**config.mk**
```make
export PLATFORM = sky130hd
export DESIGN_NAME = serial_add_seq
export DESIGN_NICKNAME = d
export VERILOG_FILES = /design/src/rtl/serial_add_seq.sv
export SDC_FILE = /design/constraint.sdc
export NUM_CORES = 1
export LEC_CHECK = 0
export CORE_ASPECT_RATIO = 1.75
export CORE_MARGIN = 2
export CORE_UTILIZATION = 52
export CTS_CLUSTER_DIAMETER = 100
export CTS_CLUSTER_SIZE = 25
export DETAILED_ROUTE_END_ITERATION = 16
export PLACE_DENSITY = 0.79
export SYNTH_ARGS = -nofsm -noshare
export SYNTH_HDL_FRONTEND = slang
export SYNTH_SLANG_ARGS = --single-unit
```
**constraint.sdc**
```tcl
create_clock -name clk -period 1.75 [get_ports clk]
set_clock_uncertainty 0.05 [all_clocks]
set_input_delay 0.2625 -clock clk [delete_from_list [all_inputs] [get_ports clk]]
set_output_delay 0.2625 -clock clk [all_outputs]
set_load 0.01 [all_outputs]
```
**src/rtl/serial_add_seq.sv**
```systemverilog
// rtl/serial_add_seq.sv - bit-serial adder controller sharing one 1-bit add cell across WIDTH bits
module serial_add_seq #(
  parameter int WIDTH = 8
) (
  input  logic             clk,
  input  logic             rst_n,
  input  logic             start_valid,
  output logic             start_ready,
  input  logic [WIDTH-1:0] a_in,
  input  logic [WIDTH-1:0] b_in,
  output logic             busy,
  output logic             done,
  output logic [WIDTH-1:0] sum_out,
  output logic             cout
);

  localparam int CW = $clog2(WIDTH + 1);
  localparam logic [CW-1:0] LAST_CNT = CW'(WIDTH - 1);

  localparam logic [1:0] S_IDLE = 2'd0;
  localparam logic [1:0] S_RUN  = 2'd1;
  localparam logic [1:0] S_DONE = 2'd2;

  logic [1:0]       state;
  logic [WIDTH-1:0] sa;
  logic [WIDTH-1:0] sb;
  logic [WIDTH-1:0] ps;
  logic             carry;
  logic [CW-1:0]    cnt;

  logic             bit_s;
  logic             carry_nx;
  logic [WIDTH-1:0] ps_nx;

  // The single shared add cell: two half adders feeding the carry flop.
  assign bit_s    = sa[0] ^ sb[0] ^ carry;
  assign carry_nx = (sa[0] & sb[0]) | (carry & (sa[0] ^ sb[0]));

  generate
    if (WIDTH == 1) begin : g_ps_one
      assign ps_nx = bit_s;
    end else begin : g_ps_wide
      assign ps_nx = {bit_s, ps[WIDTH-1:1]};
    end
  endgenerate

  assign start_ready = (state == S_IDLE);
  assign busy        = (state != S_IDLE);
  assign done        = (state == S_DONE);

  always_ff @(posedge clk or negedge rst_n) begin
    if (!rst_n) begin
      state   <= S_IDLE;
      sa      <= '0;
      sb      <= '0;
      ps      <= '0;
      carry   <= 1'b0;
      cnt     <= '0;
      sum_out <= '0;
      cout    <= 1'b0;
    end else begin
      case (state)
        S_IDLE: begin
          if (start_valid) begin
            sa    <= a_in;
            sb    <= b_in;
            carry <= 1'b0;
            cnt   <= '0;
            state <= S_RUN;
          end
        end
        S_RUN: begin
          sa    <= sa >> 1;
          sb    <= sb >> 1;
          ps    <= ps_nx;
          carry <= carry_nx;
          if (cnt == LAST_CNT) begin
            sum_out <= ps_nx;
            cout    <= carry_nx;
            state   <= S_DONE;
          end else begin
            cnt <= cnt + 1'b1;
          end
        end
        S_DONE: begin
          state <= S_IDLE;
        end
        default: begin
          state <= S_IDLE;
        end
      endcase
    end
  end

endmodule
```
==> summary.md <==
| Metric | Value |
|---|---|
| CP bufs+invs | `0` |
| Std cell rows | `28` |
| Via Count | `1,263` |
| Worst path cell trace | `ha_1, nand3b_1, nor2_8, mux2_2` |
| Grt ovf | `0` |
| Max Slew Vio Count | `0` |
| Max Cap Violations | `0` |
| Seq cells post-synth | `39` |
| DP Wirelength | `2404 um` |
| Critical path depth in cells | `4` |
| FILL cells | `249` |
| I/O pins | `31` |
| DP Area | `2137 um^2` |
| HP Class | `in2async` |
| Seq/Total Area, Yosys | `54.58%` |
| Status | `complete, no violations` |
| CP delay by family, top | `simple AND/OR/NAND/NOR gates` |
| Crit path DAT | `1740 ps` |
| Area Overhead vs Synth | `26.10%` |
| Slew @ Worst Pin | `228.6 ps` |
| Worst Reg-to-Reg Cells | `4` |
| P per Cell Area | `1691 nW/um^2` |
| DIE AREA | `3942 um^2` |
| VDD IR-drop max | `0.8825 mV` |
| Clk slew on worst S/H paths | `70 ps` |
| Post-synth ARST share | `100.0%` |
| Final nets | `217` |
| Vias in the first global route | `1,302` |
| Starting density of the core | `53.72%` |
| Worst skew pair latency | `280 ps` |
| Sink Count | `39` |
| Req. time, crit path | `1870 ps` |
| Routed wire length per instance | `13.93 um` |
| Tot Pwr | `0.003814 W` |
| Reg-to-reg endpoint | `sum_out[1]$_DFFE_PN0P_` |
| Most common cell after layout, fill and taps aside | `nand2_1` |
| Worst Setup EP | `sum_out[1]$_DFFE_PN0P_` |
| Post-synthesis cell count | `159` |
| Top FF cell, synth | `dfrtp_1` |
| Most frequent cells in the layout | `nand2_1, dfrtp_1, clkdlybuf4s50_1, mux2i_1` |
| First-pass GRT wire length | `5865 um` |
| Crit path time final | `1620 ps` |
| R2R setup slack | `130 ps` |
| Vias per inst | `5.241` |
| Antenna Cells | `0` |
| Chip Height | `81.57 um` |
| Syn nets | `180` |
| Core area | `3328 um^2` |
| CP startpoint kind | `register` |
| Rel. slew slack | `84.33%` |
| Post-Syn Area per Cell | `11.25 um^2` |
| CTS tree | `built` |
| Root buffer cell | `clkbuf_8` |
| Clock Path Buffers | `2` |
| Total CTS buffers | `5` |
| Fmax | `617.4 MHz` |
| Layout Cells excl Fill | `241` |
| Share of cells above drive strength 1 | `16.33%` |
| Final wirelength | `3356 um` |
| Largest net degree at the start of global routing | `40` |
| RSZ-0062 raised after global routing | `false` |
| Period utilization | `92.55%` |
| Worst-path fanout max | `10` |
| Type of the worst setup path | `reg2reg` |
| Detail Route Antenna Nets | `0` |
| TNS Setup | `0 ps` |
| Synth Cell Area | `1788 um^2` |
| Antenna violations before repair | `0` |
| Final setup fails | `0` |
| DRC Markers | `0` |
| Number of distinct library cells after synthesis | `31` |
| # port buffers | `30` |
| R2r startpoint | `cnt[0]$_DFFE_PN0P_` |
| Fin. Hold Viols | `0` |
| Design Area, Final | `2255 um^2` |
| RD Place Congestion | `0.7303` |
| Critical path launch point | `cnt[0]$_DFFE_PN0P_` |
| Global router's overall resource usage | `19.60%` |
| H-tree levels | `2` |
| Slowest stage cell on the critical path | `dfrtp_1` |
| Synth warn | `0` |
| P_leak | `1.094 nW` |
| Die Span X | `48.33 um` |
| Pre-antenna DRT Iters | `4` |
| Placed cells | `231` |
| Worst stage delay on the critical path | `400 ps` |
| Critical Path End Type | `register` |
| Number of synthesized flops with an enable pin | `0` |
| Drt initial violations | `55` |
==> worst min-delay path, delay by kind of cell <==
kind / cells / cell delay [ps]
buffers and inverters: 3 / 860
==> kinds of logic (layout without fill, tap and decap cells) <==
family | Yosys count | count (layout) | synth area share [%]
buf+inv | 11 | 48 | 5.388
flops | 39 | 39 | 54.58
compound gates | 26 | 26 | 8.958
mux | 23 | 23 | 13.51
simple gates | 58 | 58 | 15.75
fa+ha+maj | 2 | 2 | 1.819
==> where the power goes <==
part	leakage, nW	switching (W)	internal [W]
clock	0.0470	0.000291	0.000309
sequential	0.492	0.000281	0.00130
combinational	0.555	0.000768	0.000863
total	1.09	0.00134	0.00247
==> through the flow <==
stage | hold slack (ps) | utilization [%] | setup slack, ps
after global placement | 188.6 | 64.21 | 223.7
final | 414.2 | 67.74 | 130.3
after global routing | 440.1 | 67.74 | 8.047
after CTS | 424.3 | 67.59 | 17.25
after floorplan | -83.09 | - | 268.9
after detailed placement | 194.9 | 64.21 | 121.6
==> routing by layer <==
layer	up-vias	share of wire (%)	global-route usage, %	routed length [um]
met5	-	0	0	0
met4	0	2.0	8.857	67
met3	5	3.2	4.364	109
met2	24	56	37.36	1885
met1	627	39	20.51	1293
li1	607	-	-	-
==> registers in the layout, indices dropped and copies added, names as in the netlist <==
signal   cells
sa           8
sb           8
sum_out      8
ps           7
cnt          4
state        2
carry        1
cout         1
==> worst min-delay path by stage <==
stage                     slack [ps]           endpoint  depth (start not counted)  startpoint
after detailed placement         190  ps[6]$_DFFE_PN0P_                          2       rst_n
after global routing             440  ps[6]$_DFFE_PN0P_                          3       rst_n
after floorplan                  -80  carry$_DFFE_PN0P_                          0       rst_n
final                            410  ps[6]$_DFFE_PN0P_                          3       rst_n
after global placement           190  ps[5]$_DFFE_PN0P_                          2       rst_n
after CTS                        420  ps[6]$_DFFE_PN0P_                          3       rst_n
==> cell usage after synthesis, drive strengths merged (2+ instances only) <==
library cell   n  area share, %
mux2i         14            7.8
nor2           2            1.3
a21oi          4            1.1
dfrtp         39             55
clkbuf         2           0.42
buf            7            4.5
inv            2           0.42
nand2         41            8.7
mux2           9            5.7
nor2b          7            2.9
o21ai         16            4.5
nand3          3           0.84
==> repair_timing <==
action / 4_1_cts / 5_1_grt
hold endpoints to repair: 39 / 0
hold buffers: 1 / 0
setup endpoints to repair: 3 / 2
resized for setup: 2 / 2
setup buffers: 2 / 0
==> layout make-up <==
type / instances / area, um^2 / area share [%]
Timing Repair Buffer: 39 / 406.6 / 18.04
Sequential cell: 39 / 977.2 / 43.34
Tap cell: 45 / 56.30 / 2.497
Multi-Input combinational cell: 109 / 719.4 / 31.91
Clock inverter: 1 / 5.005 / 0.2220
Inverter: 2 / 7.507 / 0.3330
Clock buffer: 6 / 82.58 / 3.663
(Power assumes the default switching activity.)
